==> config.mk <==
export PLATFORM = sky130hd
export DESIGN_NAME = pc_redirect_ctrl
export DESIGN_NICKNAME = d
export VERILOG_FILES = /design/src/rtl/pc_redirect_ctrl.sv
export SDC_FILE = /design/constraint.sdc
export NUM_CORES = 1
export LEC_CHECK = 0
export CORE_MARGIN = 1.5
export CORE_UTILIZATION = 35
export CTS_CLUSTER_SIZE = 25
export DETAILED_ROUTE_END_ITERATION = 8
export PLACE_DENSITY = 0.7
export RECOVER_POWER = 50
export SYNTH_ARGS = -nofsm -noshare
export SYNTH_HDL_FRONTEND = slang
export SYNTH_SLANG_ARGS = --single-unit
==> constraint.sdc <==
create_clock -name clk -period 8.48 [get_ports clk]
set_clock_uncertainty 0.05 [all_clocks]
set_input_delay 0.848 -clock clk [delete_from_list [all_inputs] [get_ports clk]]
set_output_delay 0.848 -clock clk [all_outputs]
set_load 0.02 [all_outputs]
==> src/rtl/pc_redirect_ctrl.sv <==
// Fetch-PC sequencer. Owns the architectural fetch PC register and selects the next fetch PC
// each cycle from: trap redirect > EXU mispredict redirect > IDU jalr redirect > BPU
// prediction > hold. Raises registered one-cycle flush pulses for the IF/ID and ID/EX
// pipeline registers whenever a redirect is accepted.
//
// Ports:
//   clk, rst            clock, synchronous active-high reset
//   bpu_pc, bpu_jump    static BPU next-PC prediction (bpu_jump is informational only)
//   jalr_valid/_pc      IDU resolved jalr target
//   exu_redirect_*      EXU branch-mispredict correction
//   trap_valid/_pc      trap vector / mepc redirect
//   ifu_ready, stall    IFU acceptance and hazard stall
//   pc, pc_valid        fetch request to the IFU
//   flush_if, flush_id  one-cycle kills of IF/ID and ID/EX
//
// Optional build macro YSYX_22051013_REDIRECT_PERF_EN adds saturating counters
// perf_redirect_cnt (accepted exu + trap) and perf_jalr_cnt (accepted jalr).
module pc_redirect_ctrl #(
    parameter int unsigned        PC_W         = 64,
    parameter logic [PC_W-1:0]    START_PC     = 'h8000_0000,
    parameter int unsigned        DRAIN_CYCLES = 1
) (
    input  logic            clk,
    input  logic            rst,
    input  logic [PC_W-1:0] bpu_pc,
    input  logic            bpu_jump,
    input  logic            jalr_valid,
    input  logic [PC_W-1:0] jalr_pc,
    input  logic            exu_redirect_valid,
    input  logic [PC_W-1:0] exu_redirect_pc,
    input  logic            trap_valid,
    input  logic [PC_W-1:0] trap_pc,
    input  logic            ifu_ready,
    input  logic            stall,
`ifdef YSYX_22051013_REDIRECT_PERF_EN
    output logic [31:0]     perf_redirect_cnt,
    output logic [31:0]     perf_jalr_cnt,
`endif
    output logic [PC_W-1:0] pc,
    output logic            pc_valid,
    output logic            flush_if,
    output logic            flush_id
);

    typedef enum logic [1:0] {StHold, StRun, StPend, StDrain} state_e;
    // Encoded so that numeric order equals redirect priority.
    typedef enum logic [1:0] {SrcNone, SrcJalr, SrcExu, SrcTrap} src_e;

    localparam bit         HasDrain  = (DRAIN_CYCLES != 0);
    // drain_cnt==0 is the last bubble cycle, so load one less than the bubble count.
    localparam logic [2:0] DrainLoad = (DRAIN_CYCLES == 0) ? 3'd0 : 3'(DRAIN_CYCLES - 1);

    state_e          state;
    src_e            pend_src;
    logic [PC_W-1:0] pend_pc;
    logic [2:0]      drain_cnt;

    src_e            req_src;
    logic [PC_W-1:0] req_pc;
    logic            unblocked;
    logic            accept_new;
    logic            latch_pend;
    logic            apply;
    logic [PC_W-1:0] apply_pc;
    src_e            apply_src;

    // The BPU taken bit carries no information we need: bpu_pc is already the chosen target.
    logic unused_bpu_jump;
    assign unused_bpu_jump = bpu_jump;

    assign unblocked = ifu_ready & ~stall;

    // Same-cycle priority pick; lower-priority requests are simply dropped.
    always_comb begin
        req_src = SrcNone;
        req_pc  = '0;
        if (trap_valid) begin
            req_src = SrcTrap;
            req_pc  = trap_pc;
        end else if (exu_redirect_valid) begin
            req_src = SrcExu;
            req_pc  = exu_redirect_pc;
        end else if (jalr_valid) begin
            req_src = SrcJalr;
            req_pc  = jalr_pc;
        end
    end

    // accept_new: a new redirect is taken (flushes pulse next cycle).
    // apply:      the PC register is loaded with a redirect target this edge.
    // latch_pend: a new redirect is parked because the IFU cannot take it yet.
    always_comb begin
        accept_new = 1'b0;
        latch_pend = 1'b0;
        apply      = 1'b0;
        apply_pc   = '0;
        apply_src  = SrcNone;
        unique case (state)
            StRun, StDrain: accept_new = (req_src != SrcNone);
            StPend:         accept_new = (req_src > pend_src);
            default:        accept_new = 1'b0;
        endcase
        if (accept_new) begin
            if (unblocked) begin
                apply     = 1'b1;
                apply_pc  = req_pc;
                apply_src = req_src;
            end else begin
                latch_pend = 1'b1;
            end
        end else if (state == StPend && unblocked) begin
            apply     = 1'b1;
            apply_pc  = pend_pc;
            apply_src = pend_src;
        end
    end

    always_ff @(posedge clk) begin
        if (rst) begin
            state     <= StHold;
            pc        <= START_PC;
            pc_valid  <= 1'b0;
            flush_if  <= 1'b0;
            flush_id  <= 1'b0;
            pend_src  <= SrcNone;
            pend_pc   <= '0;
            drain_cnt <= 3'd0;
        end else begin
            // Flushes fire once per acceptance, including a replacement inside PEND;
            // applying an already-parked redirect does not re-flush.
            flush_if <= accept_new;
            flush_id <= accept_new && (req_src != SrcJalr);

            if (apply) begin
                pc       <= apply_pc;
                pend_src <= SrcNone;
                if (HasDrain) begin
                    state     <= StDrain;
                    pc_valid  <= 1'b0;
                    drain_cnt <= DrainLoad;
                end else begin
                    state    <= StRun;
                    pc_valid <= 1'b1;
                end
            end else if (latch_pend) begin
                state    <= StPend;
                pc_valid <= 1'b0;
                pend_pc  <= req_pc;
                pend_src <= req_src;
            end else begin
                unique case (state)
                    StHold: begin
                        state    <= StRun;
                        pc_valid <= 1'b1;
                        pc       <= START_PC;
                    end
                    StRun: begin
                        if (pc_valid && unblocked) begin
                            pc <= bpu_pc;
                        end
                    end
                    StDrain: begin
                        if (drain_cnt == 3'd0) begin
                            state    <= StRun;
                            pc_valid <= 1'b1;
                        end else begin
                            drain_cnt <= drain_cnt - 3'd1;
                        end
                    end
                    default: begin
                        // StPend waiting on the IFU: hold everything.
                    end
                endcase
            end
        end
    end

`ifdef YSYX_22051013_REDIRECT_PERF_EN
    // Counted on application so a PEND replacement counts only the final source.
    always_ff @(posedge clk) begin
        if (rst) begin
            perf_redirect_cnt <= 32'd0;
            perf_jalr_cnt     <= 32'd0;
        end else if (apply) begin
            if (apply_src == SrcJalr) begin
                if (perf_jalr_cnt != 32'hFFFF_FFFF) begin
                    perf_jalr_cnt <= perf_jalr_cnt + 32'd1;
                end
            end else if (perf_redirect_cnt != 32'hFFFF_FFFF) begin
                perf_redirect_cnt <= perf_redirect_cnt + 32'd1;
            end
        end
    end
`else
    logic unused_apply_src;
    assign unused_apply_src = ^apply_src;
`endif

endmodule
# Word-level counts from Yosys, hierarchy flattened
# Index checks and enable logic that the tools add are counted.
dict set report word_totals {
  ff_bits 138
  output_inout_bits 67
}
dict set report classes {
  addsub 1
  n_lt_le_gt_ge 1
  n_eq_ne 8
  n_mux 25
  n_bitwise 5
  n_reduce_logical 17
}
# cell count
set ops {}
lappend ops {{64-bit two-way mux} 9}
lappend ops {{64-bit case mux with 2 select lines} 1}
lappend ops {{2-bit two-way mux} 5}
lappend ops {{1-bit two-way mux} 7}
lappend ops {{2-bit AND reduction} 3}
lappend ops {{3-bit AND reduction} 2}
lappend ops {{2-bit == test (second input constant)} 2}
lappend ops {{2-bit by 1-bit inequality test with 1-bit output (second input constant)} 2}
lappend ops {{4-bit inequality test (second input constant)} 1}
lappend ops {{1-bit NOT} 4}
lappend ops {{1-bit case mux with 2 select lines} 2}
lappend ops {{2-bit case mux with 2 select lines} 1}
lappend ops {{2-bit nonzero test} 2}
lappend ops {{4-bit nonzero test} 1}
lappend ops {{2-bit OR reduction} 2}
lappend ops {{1-bit logical AND} 3}
lappend ops {{3-bit logical NOT} 1}
lappend ops {{3-bit inequality test (second input constant)} 1}
lappend ops {{3-bit nonzero test} 1}
lappend ops {{3-bit OR reduction} 1}
lappend ops {{3-bit by 1-bit subtractor with 3-bit output (second input constant)} 1}
lappend ops {{2-bit by 1-bit == test with 1-bit output (second input constant)} 1}
lappend ops {{2-bit greater-than comparator} 1}
lappend ops {{2-bit logical NOT} 1}
lappend ops {{other kinds (2)} 2}

# Depth between registers and ports, before layout
# Gate-level depths: netlist of the first run.
dict set report logic_depth {
  ltp_word 8
  ltp_mapped 13
}

# Least setup slack after synthesis of the first run
# No wires, ideal clock.
dict set report synth_timing {
  kind {input-to-reg}
  start {in exu_redirect_valid}
  end {reg drain_cnt[1]}
  setup_ns 0.091
  arrival_time_ns 3.220
  required_ns 8.339
  setup_slack_ns 5.119
  cell_stages 13
  path_buffers 5
  cell_sequence {clkbuf_1 -> clkbuf_1 -> nor2_1 -> inv_1 -> ha_1 -> nor2b_1 -> o2111ai_1 -> buf_2 -> a21o_1 -> clkbuf_1 -> buf_4 -> a21oi_1 -> a311oi_1}
}
dict set report synth_via {
  elab_chain_len 7
  word_cells_on_any_way 10
  classes_between {1 x order compare; 5 x mux; 1 x bitwise; 3 x reduce/logical}
}
# item line
set synth_rtl {}
lappend synth_rtl {{start: declaration} 29} ;# input logic exu_redirect_valid,
lappend synth_rtl {{2-bit two-way mux (*)} 80} ;# end else if (exu_redirect_valid) begin
lappend synth_rtl {{2-bit two-way mux (*)} 77} ;# if (trap_valid) begin
lappend synth_rtl {{named net req_src[1]} 58} ;# src_e req_src;
lappend synth_rtl {{2-bit greater-than comparator or 2-bit nonzero test (tied branches)} {100, 99}}
lappend synth_rtl {{1-bit case mux with 2 select lines (*)} 98} ;# unique case (state)
lappend synth_rtl {{1-bit two-way mux} 103} ;# if (accept_new) begin
lappend synth_rtl {{1-bit NOT (no source line)} --}
lappend synth_rtl {{3-bit AND reduction (no source line)} --}
lappend synth_rtl {{end signal: assignment} 140} ;# drain_cnt <= DrainLoad;
lappend synth_rtl {{end signal: assignment} 167} ;# drain_cnt <= drain_cnt - 3'd1;
lappend synth_rtl {{end: declaration} 56} ;# logic [2:0] drain_cnt;
# The timed path passes the listed nets; every way through them passes the cells marked *.
# A chain may end at the register's enable or synchronous reset.

# Worst setup path after layout of the first run
dict set report layout_timing {
  start {in exu_redirect_valid}
  end {reg drain_cnt[2]}
}
# Same word-level chain as after synthesis.

==> results of run 1 <==
## metrics by stage
| step | area (sq um) | util, % | instances |
|---|---|---|---|
| 2_1_floorplan | 7780 | - | 966 |
| 3_3_place_gp | 11100 | 50.7 | 1466 |
| 3_5_place_dp | 11100 | 50.7 | 1466 |
| 4_1_cts | 11700 | 53.6 | 1498 |
| 5_1_grt | 11700 | 53.5 | 1499 |
| 6_report | 11700 | 53.5 | 1499 |
## per-layer routing
layer  GRT usage (%)  vias up  wire [um]
met5               0        -          0
met4            9.71        0        792
met3            5.50       45       1920
met2            41.3      332      14000
met1            31.0     4142      12500
li1                -     4234          -
## state kept, by name, summed over array words and instances, names as in the netlist
| signal | flops |
|---|---|
| pc | 64 |
| pend_pc | 64 |
| drain_cnt | 3 |
| pend_src | 2 |
| state | 2 |
| flush_id | 1 |
| flush_if | 1 |
| pc_valid | 1 |
## worst paths after layout
path	to	slack, ns
max	drain_cnt[2]$_SDFFE_PP0P_	2.29
min	pend_pc[11]$_SDFFE_PP0P_	0.40
max reg2reg	drain_cnt[2]$_SDFFE_PP0P_	3.33
min reg2reg	pend_pc[11]$_SDFFE_PP0P_	0.40
## worst min-delay path: stages, from the launching register on
cell and delay (ns):
dfxtp_1 0.31, nand2_1 0.05, a21oi_1 0.05
## layout make-up
type | count | area, sq um
clock buffer | 18 | 439
inverter | 9 | 33.8
fill | 2056 | 10200
antenna | 1 | 2.50
sequential | 138 | 2760
multi-input combinational | 697 | 4520
clock inverter | 14 | 184
timing repair buffer | 342 | 3380
tap | 280 | 350
## where the power goes
group | internal [mW] | switching (mW)
clock | 0.478 | 0.315
combinational | 0.549 | 0.931
sequential | 0.821 | 0.0773
total | 1.85 | 1.32
## cells in the final DEF (no fill, tap or decap), drive strengths merged, types with 64 or more instances in the layout
| cell type | n |
|---|---|
| nor2b | 69 |
| nand2 | 132 |
| dfxtp | 138 |
| a21oi | 73 |
| clkdlybuf4s50 | 259 |
| dlygate4sd3 | 67 |
| nor2 | 73 |
| or3 | 64 |
| a311oi | 65 |
## cells by family after synthesis
family	count (synthesis)
fa+ha+maj	8
flops	138
compound gates	343
buf+inv	131
simple gates	346
==> flow_metrics.py, run 1 <==
metrics = {
    "setup_path": {
        "critPathMaxStageDelay_ns": 1.62,
        "r2r-start": "pend_src[1]$_SDFFE_PP0P_",
        "crit_slowest_cell": "o2111ai_1",
        "cp.depth": 11,
        "startpoint": "exu_redirect_valid",
        "critical_path_class": "primary input to register",
        "crit_top_cell": "buf_4",
        "cp.arrival_ns": 6.46,
        "crit_path_end_kind": "register",
        "path_delay_family": "compound AO/OA/AOI/OAI gates",
        "cp-start-kind": "primary input",
        "crit_required_ns": 8.75,
        "path_max_fanout": 79,
        "r2r_cells": 8,
        "crit_chain": "buf_2 -> buf_4 -> nor2_1 -> inv_1 -> ha_1 -> nor2b_1 -> o2111ai_1 -> a21o_1 -> buf_4 -> a21oi_1 -> a311oi_1",
        "cp_num_buf_inv": 4,
    },
    "clocking": {
        "htree_levels": 4,
        "cts_root_buffer": "clkbuf_16",
        "hold_buffers": 0,
        "clock_sinks": 138,
        "cts_tree": "yes",
        "cts_setup_buffers": 0,
        "cts_resized": 0,
        "clockBufferDepth": 2,
        "clkTransAtPathRegs_ns": 0.06,
        "cts_buffers": 17,
        "clkLatencyLatePin_ns": 0.41,
    },
    "floorplan": {
        "io_pins": 331,
        "die_w_um": 152,
        "core-area_sq_um": 21800,
        "die_h_um": 152,
        "start_util_pct": 35.6,
        "num_rows": 54,
        "dieArea_sq_um": 23100,
    },
    "sta": {
        "finalHoldViolCount": 0,
        "timing.slew.headroom_pct": -43.1,
        "slew_violations": 81,
        "setup_viol": 0,
        "finalWorstSetupSlack_ns": 2.29,
        "fin_crit_ns": 6.19,
        "worstMarginPinSlew_ns": 2.14,
        "fin_crit_sh_pct": 73.0,
        "finalSetupTns_ns": 0,
        "rsz0062_at_grt": "false",
        "max_freq_mhz": 162,
        "hold-worst-slack_ns": 0.404,
    },
    "synthesis": {
        "syn_nets": 1238,
        "synth_edf_count": 0,
        "yosys.area_share.simple_pct": 21.2,
        "synth_flop_cell": "dfxtp_1",
        "synthMostInstantiatedCell": "dfxtp_1",
        "synthAdderAreaFrac_pct": 1.29,
        "muxShareOfSynthArea_pct": 0,
        "yosysTopAreaCell": "dfxtp_1",
        "synth-xor-area-share_pct": 0,
        "avgSynthCellArea_sq_um": 8.05,
        "synth_cell_type_count": 36,
        "syn-instance-count": 966,
        "netlist_area_sq_um": 7780,
        "ys_top_cells_by_count": "138 x dfxtp_1, 132 x nand2_1, 101 x clkbuf_1",
        "synthArstFlopShare_pct": 0,
        "synth-seq-cells": 138,
        "seq_area_frac_synth_pct": 35.5,
        "synth_top_family_by_area": "compound AO/OA/AOI/OAI gates",
        "synth-compound-area-share_pct": 35.2,
        "yosys_warnings": 0,
        "synth_top_area_share_pct": 35.5,
        "synth_area_leaders": "dfxtp_1 36%, a221oi_1 7.1%, a41oi_1 7.1%, a311oi_1 7.0%, a2111oi_0 6.9%",
    },
    "detailed_routing": {
        "ant_nets": 0,
        "wirelength_um": 29200,
        "post-route-drc-count": 0,
        "viasPerCell": 5.84,
        "drt_first_pass_iters": 5,
        "vias": 8753,
        "wl_per_cell_um": 19.5,
        "drt-initial-drc-count": 536,
    },
    "finish": {
        "nets": 1477,
        "area_growth_pct": 50.0,
        "layout-drive-gt1-share_pct": 4.84,
    },
    "place": {
        "place_congestion": 0.776,
        "dp_hpwl_um": 18000,
        "pre_cts_slack_ns": 3.04,
        "port_buffers": 329,
    },
    "run_status": {
        "violations": "capacitance limit, slew limit",
        "outcome": "finished, violations left",
    },
    "power_and_ir_drop": {
        "total_power_mw": 3.17,
        "ir_drop_mv": 0.206,
        "power.density_nw_per_um2": 272,
        "leakage_nw": 3.85,
    },
    "hold_path": {
        "hp-class": "register to register",
        "min_from": "pend_pc[11]$_SDFFE_PP0P_",
        "whs_path_depth": 2,
    },
    "grt": {
        "grt_pass1_vias": 8692,
        "overflow": 0,
        "grt_max_degree": 82,
        "grt_use_total_pct": 24.8,
        "grt_pass1_wl_um": 46900,
        "antenna_found_initial": 1,
    },
    "run": {
        "max-cap-violations": 2,
    },
}
Note: power is estimated with default switching activity, not from simulation.
==> run 2, diff against run 1 <==
==> constraint.sdc (replaced) <==
create_clock -name clk -period 5.7 [get_ports clk]
set_clock_uncertainty 0.05 [all_clocks]
set_input_delay 0.57 -clock clk [delete_from_list [all_inputs] [get_ports clk]]
set_output_delay 0.57 -clock clk [all_outputs]
set_load 0.02 [all_outputs]
==> run 2 against run 1 <==
Against the previous run: the run still ends with capacitance limit, slew limit left; design area increased by 0.20%; clock power increased by 36%; setup slack got worse by 1.0 ns; die area unchanged; global-route usage about the same; clock-buffer cell count increased by 1; core utilization increased by 0.11 points; routed wire length decreased by 0.21%.
==> flow_metrics.py, run 2 (same netlist as run 1, synthesis figures left out) <==
metrics = {
    "sta": {
        "finalHoldViolCount": 0,
        "fin_crit_ns": 4.44,
        "slew_violations": 32,
        "fin_crit_sh_pct": 77.8,
        "rsz0062_at_grt": "false",
        "setup_viol": 0,
        "timing.slew.headroom_pct": -8.83,
        "worstMarginPinSlew_ns": 1.63,
        "finalSetupTns_ns": 0,
        "max_freq_mhz": 225,
    },
    "detailed_routing": {
        "viasPerCell": 5.89,
        "wl_per_cell_um": 19.4,
        "ant_nets": 0,
        "drt-initial-drc-count": 497,
        "wirelength_um": 29100,
        "vias": 8845,
        "drt_first_pass_iters": 5,
        "post-route-drc-count": 0,
    },
    "place": {
        "dp_hpwl_um": 18600,
        "port_buffers": 329,
        "place_congestion": 0.783,
    },
    "setup_path": {
        "critical_path_class": "primary input to register",
        "cp.arrival_ns": 4.65,
        "crit_required_ns": 5.91,
        "crit_path_end_kind": "register",
        "cp-start-kind": "primary input",
        "path_max_fanout": 74,
    },
    "grt": {
        "grt_max_degree": 118,
        "grt_pass1_vias": 8536,
        "overflow": 0,
        "grt_use_total_pct": 24.8,
        "grt_pass1_wl_um": 46800,
        "antenna_found_initial": 1,
    },
    "floorplan": {
        "io_pins": 331,
        "dieArea_sq_um": 23100,
        "core-area_sq_um": 21800,
        "start_util_pct": 35.6,
        "die_w_um": 152,
        "num_rows": 54,
        "die_h_um": 152,
    },
    "finish": {
        "top_regs": "pc x64, pend_pc x64, drain_cnt x3",
        "layout-drive-gt1-share_pct": 5.08,
        "nFillCells": 2088,
        "layout_commonest_cell": "clkdlybuf4s50_1",
        "nets": 1479,
        "fin_util_pct": 53.6,
        "final_cell_mix": "259 x clkdlybuf4s50_1, 138 x dfxtp_1, 132 x nand2_1, 73 x nor2_1, 72 x a21oi_1",
        "area_growth_pct": 50.3,
    },
    "clocking": {
        "clockBufferDepth": 2,
        "clkTransAtPathRegs_ns": 0.06,
        "cts_resized": 0,
        "clkLatencyLatePin_ns": 0.42,
        "cts_buffers": 17,
        "clock_sinks": 138,
        "cts_setup_buffers": 0,
        "htree_levels": 4,
        "hold_buffers": 0,
        "cts_tree": "yes",
        "cts_root_buffer": "clkbuf_16",
    },
    "run": {
        "max-cap-violations": 1,
    },
    "power_and_ir_drop": {
        "leakage_nw": 3.84,
        "ir_drop_mv": 0.388,
        "power.density_nw_per_um2": 399,
    },
    "hold_path": {
        "hp-class": "register to register",
    },
    "run_status": {
        "violations": "capacitance limit, slew limit",
        "outcome": "finished, violations left",
    },
}
run 2: cell types whose count changed in the layout (fill, tap and decap cells not counted), moves of 2 or more:
| cell | previous run | this run |
|---|---|---|
| buf_12 | 0 | 3 |
| bufinv_16 | 3 | 1 |
| clkinv_2 | 1 | 3 |
| clkinv_4 | 4 | 1 |
| clkinvlp_4 | 1 | 5 |
run 2: power by group:
group | switching, mW | leakage (nW) | internal [mW]
combinational | 1.40 | 2.44 | 0.848
clock | 0.458 | 0.268 | 0.625
sequential | 0.112 | 1.13 | 1.22
total | 1.97 | 3.84 | 2.69
run 2: routing by layer:
layer | routed length [um] | track usage (%)
met5 | 0 | 0
met4 | 1060 | 10.8
met3 | 1640 | 5.16
met2 | 13800 | 39.4
met1 | 12700 | 32.4
run 2: through the flow:
stage	hold slack, ns	instance area [sq um]	power [mW]	setup WS [ns]	instances
after floorplan	0.386	7780	2.82	2.62	966
after global placement	0.392	11100	3.62	1.61	1468
after detailed placement	0.398	11100	3.67	1.55	1468
after CTS	0.407	11700	4.76	1.99	1500
after global routing	0.424	11700	5.01	0.839	1501
final	0.404	11700	4.66	1.26	1501
run 2: worst max-delay path, stage by stage:
cell	delay, ns
clkbuf_1	1.15
nor2_1	0.22
inv_1	0.12
ha_1	0.24
nor2b_1	0.16
o2111ai_4	0.61
buf_4	0.41
a21o_4	0.53
buf_12	0.34
or3_1	0.17
a21oi_1	0.06
run 2: final cells by class:
type	count	area (sq um)	area share, %
clock inverters	13	118	1.01
well taps	280	350	3.00
diodes	1	2.50	0.0214
flip-flops and latches	138	2760	23.6
multi-input cells	697	4540	38.8
inverters	9	33.8	0.289
clock buffers	19	453	3.87
repair buffers	344	3430	29.4
run 2: worst paths after layout:
kind	cells past startpoint	start	slack, ns	to
setup / recovery	11	exu_redirect_valid	1.26	pend_pc[24]$_SDFFE_PP0P_
hold / removal	2	pend_pc[55]$_SDFFE_PP0P_	0.40	pend_pc[55]$_SDFFE_PP0P_
setup reg to reg	8	state[1]$_SDFFE_PP0P_	2.38	pc[59]$_SDFFE_PP0P_
hold reg to reg	2	pend_pc[55]$_SDFFE_PP0P_	0.40	pend_pc[55]$_SDFFE_PP0P_
==> run 3, diff against run 2 <==
==> constraint.sdc (replaced) <==
create_clock -name clk -period 4.6 [get_ports clk]
set_clock_uncertainty 0.05 [all_clocks]
set_input_delay 0.46 -clock clk [delete_from_list [all_inputs] [get_ports clk]]
set_output_delay 0.46 -clock clk [all_outputs]
set_load 0.02 [all_outputs]
==> run 3 against run 2 <==
Against the previous run: the run now ends clean; final cell count up 0.27%; sequential share of layout area down 0.22 points; sequential power up 25%; die area unchanged; clock power up 38%; combinational power up 28%; flip-flop and latch count unchanged; critical endpoint is now pc[30]$_SDFFE_PP0P_; largest cell class unchanged; critical path depth down 1; worst hold slack worse by 0.0061 ns.
==> flow_metrics.py, run 3 (same netlist as run 1, synthesis figures left out) <==
metrics = {
    "finish": {
        "layout-drive-gt1-share_pct": 5.23,
        "nets": 1483,
        "final_cell_mix": "258 x clkdlybuf4s50_1, 138 x dfxtp_1, 132 x nand2_1, 73 x nor2_1, 72 x a21oi_1",
        "fin_cells": 1505,
        "top_regs": "pc x64, pend_pc x64, drain_cnt x3",
        "layout_commonest_cell": "clkdlybuf4s50_1",
        "area_growth_pct": 51.7,
    },
    "sta": {
        "worstMarginPinSlew_ns": 0.782,
        "fin_crit_sh_pct": 82.2,
        "finalWorstSetupSlack_ns": 0.817,
        "rsz0062_at_grt": "false",
        "fin_crit_ns": 3.78,
        "setup_viol": 0,
        "hold-worst-slack_ns": 0.398,
        "timing.slew.headroom_pct": 47.8,
        "finalSetupTns_ns": 0,
        "max_freq_mhz": 264,
        "finalHoldViolCount": 0,
        "slew_violations": 0,
    },
    "setup_path": {
        "crit_chain": "dlygate4sd3_1 -> nor2b_1 -> nor2_1 -> ha_1 -> nor2b_1 -> o2111ai_4 -> and2_2 -> clkbuf_1 -> a41oi_1 -> a311oi_1",
        "path_max_fanout": 27,
        "critical_path_class": "primary input to register",
        "r2r_cells": 8,
        "critPathMaxStageDelay_ns": 0.69,
        "crit_slowest_cell": "and2_2",
        "regToRegSetupSlack_ns": 1.21,
        "crit_required_ns": 4.86,
        "worstReg2RegEnd": "pc[30]$_SDFFE_PP0P_",
        "crit_top_cell": "nor2b_1",
        "crit_path_end_kind": "register",
        "cp-start-kind": "primary input",
        "cp.arrival_ns": 4.05,
        "r2r-start": "pend_src[1]$_SDFFE_PP0P_",
    },
    "detailed_routing": {
        "wirelength_um": 29800,
        "drt_first_pass_iters": 6,
        "ant_nets": 0,
        "wl_per_cell_um": 19.8,
        "post-route-drc-count": 0,
        "drt-initial-drc-count": 496,
        "vias": 8819,
        "viasPerCell": 5.86,
    },
    "clocking": {
        "hold_buffers": 0,
        "cts_buffers": 17,
        "cts_setup_buffers": 0,
        "clockBufferDepth": 2,
        "clock_sinks": 138,
        "htree_levels": 4,
        "clkTransAtPathRegs_ns": 0.06,
        "cts_root_buffer": "clkbuf_16",
        "cts_tree": "yes",
        "clkLatencyLatePin_ns": 0.41,
        "cts_resized": 0,
    },
    "grt": {
        "gr-usage-met1_pct": 32.3,
        "met2_usage_pct": 40.8,
        "grt_pass1_wl_um": 47000,
        "grt_max_degree": 81,
        "grt_util_met3_pct": 5.05,
        "antenna_found_initial": 2,
        "grt_use_total_pct": 24.9,
        "grt_pass1_vias": 8521,
        "grt-busiest-layer": "met2",
        "overflow": 0,
    },
    "floorplan": {
        "num_rows": 54,
        "io_pins": 331,
        "dieArea_sq_um": 23100,
        "die_h_um": 152,
        "core-area_sq_um": 21800,
        "start_util_pct": 35.6,
        "die_w_um": 152,
    },
    "hold_path": {
        "hold_end": "pend_src[1]$_SDFFE_PP0P_",
        "hp-class": "primary input to register",
        "min_from": "exu_redirect_valid",
        "whs_path_depth": 3,
    },
    "place": {
        "dpl.cell_count": 1472,
        "port_buffers": 329,
        "pre_cts_slack_ns": 0.849,
        "dp_hpwl_um": 19000,
        "place_congestion": 0.781,
    },
    "run": {
        "max-cap-violations": 0,
    },
    "power_and_ir_drop": {
        "total_power_mw": 6.02,
        "ir_drop_mv": 0.325,
        "leakage_nw": 3.89,
        "power.density_nw_per_um2": 510,
    },
    "run_status": {
        "outcome": "completed",
    },
}
run 3: power breakdown:
part	switching, mW	internal [mW]
sequential	0.145	1.51
combinational	1.77	1.10
clock	0.564	0.925
total	2.48	3.54
run 3: worst max-delay path by stage:
stage / from / endpoint / slack (ns) / cells after the start
after global routing: jalr_valid / pc[30]$_SDFFE_PP0P_ / 0.64 / 10
after detailed placement: jalr_valid / pc[30]$_SDFFE_PP0P_ / 0.85 / 10
after global placement: jalr_valid / pc[36]$_SDFFE_PP0P_ / 0.87 / 10
after CTS: trap_valid / pc[30]$_SDFFE_PP0P_ / 1.27 / 10
after floorplan: exu_redirect_valid / drain_cnt[1]$_SDFFE_PP0P_ / 1.63 / 13
final: jalr_valid / pc[30]$_SDFFE_PP0P_ / 0.82 / 10
run 3: final cells by class:
cell class	instances	area, sq um
tap	280	350
clock buffer	18	439
multi-input combinational	697	4530
timing repair buffer	348	3480
sequential	138	2760
antenna	2	5.00
fill	2051	10000
inverter	9	33.8
clock inverter	13	191
run 3: layer usage:
metal  vias up  routed length (um)
li1       4244                   -
met1      4174               12700
met2       363               14500
met3        38                1960
met4         0                 669
met5         -                   0
run 3: through the flow:
step | instance area, sq um | util [%]
2_1_floorplan | 7780 | -
3_3_place_gp | 11200 | 51.2
3_5_place_dp | 11200 | 51.2
4_1_cts | 11800 | 54.1
5_1_grt | 11800 | 54.1
6_report | 11800 | 54.1
run 3: worst max-delay path: cells and delay by family:
family                   cells  cell delay (ns)
AO/OA/AOI/OAI                3             1.10
adder cells (fa/ha/maj)      1             0.17
buffers and inverters        2             1.24
AND/OR/NAND/NOR              4             1.07
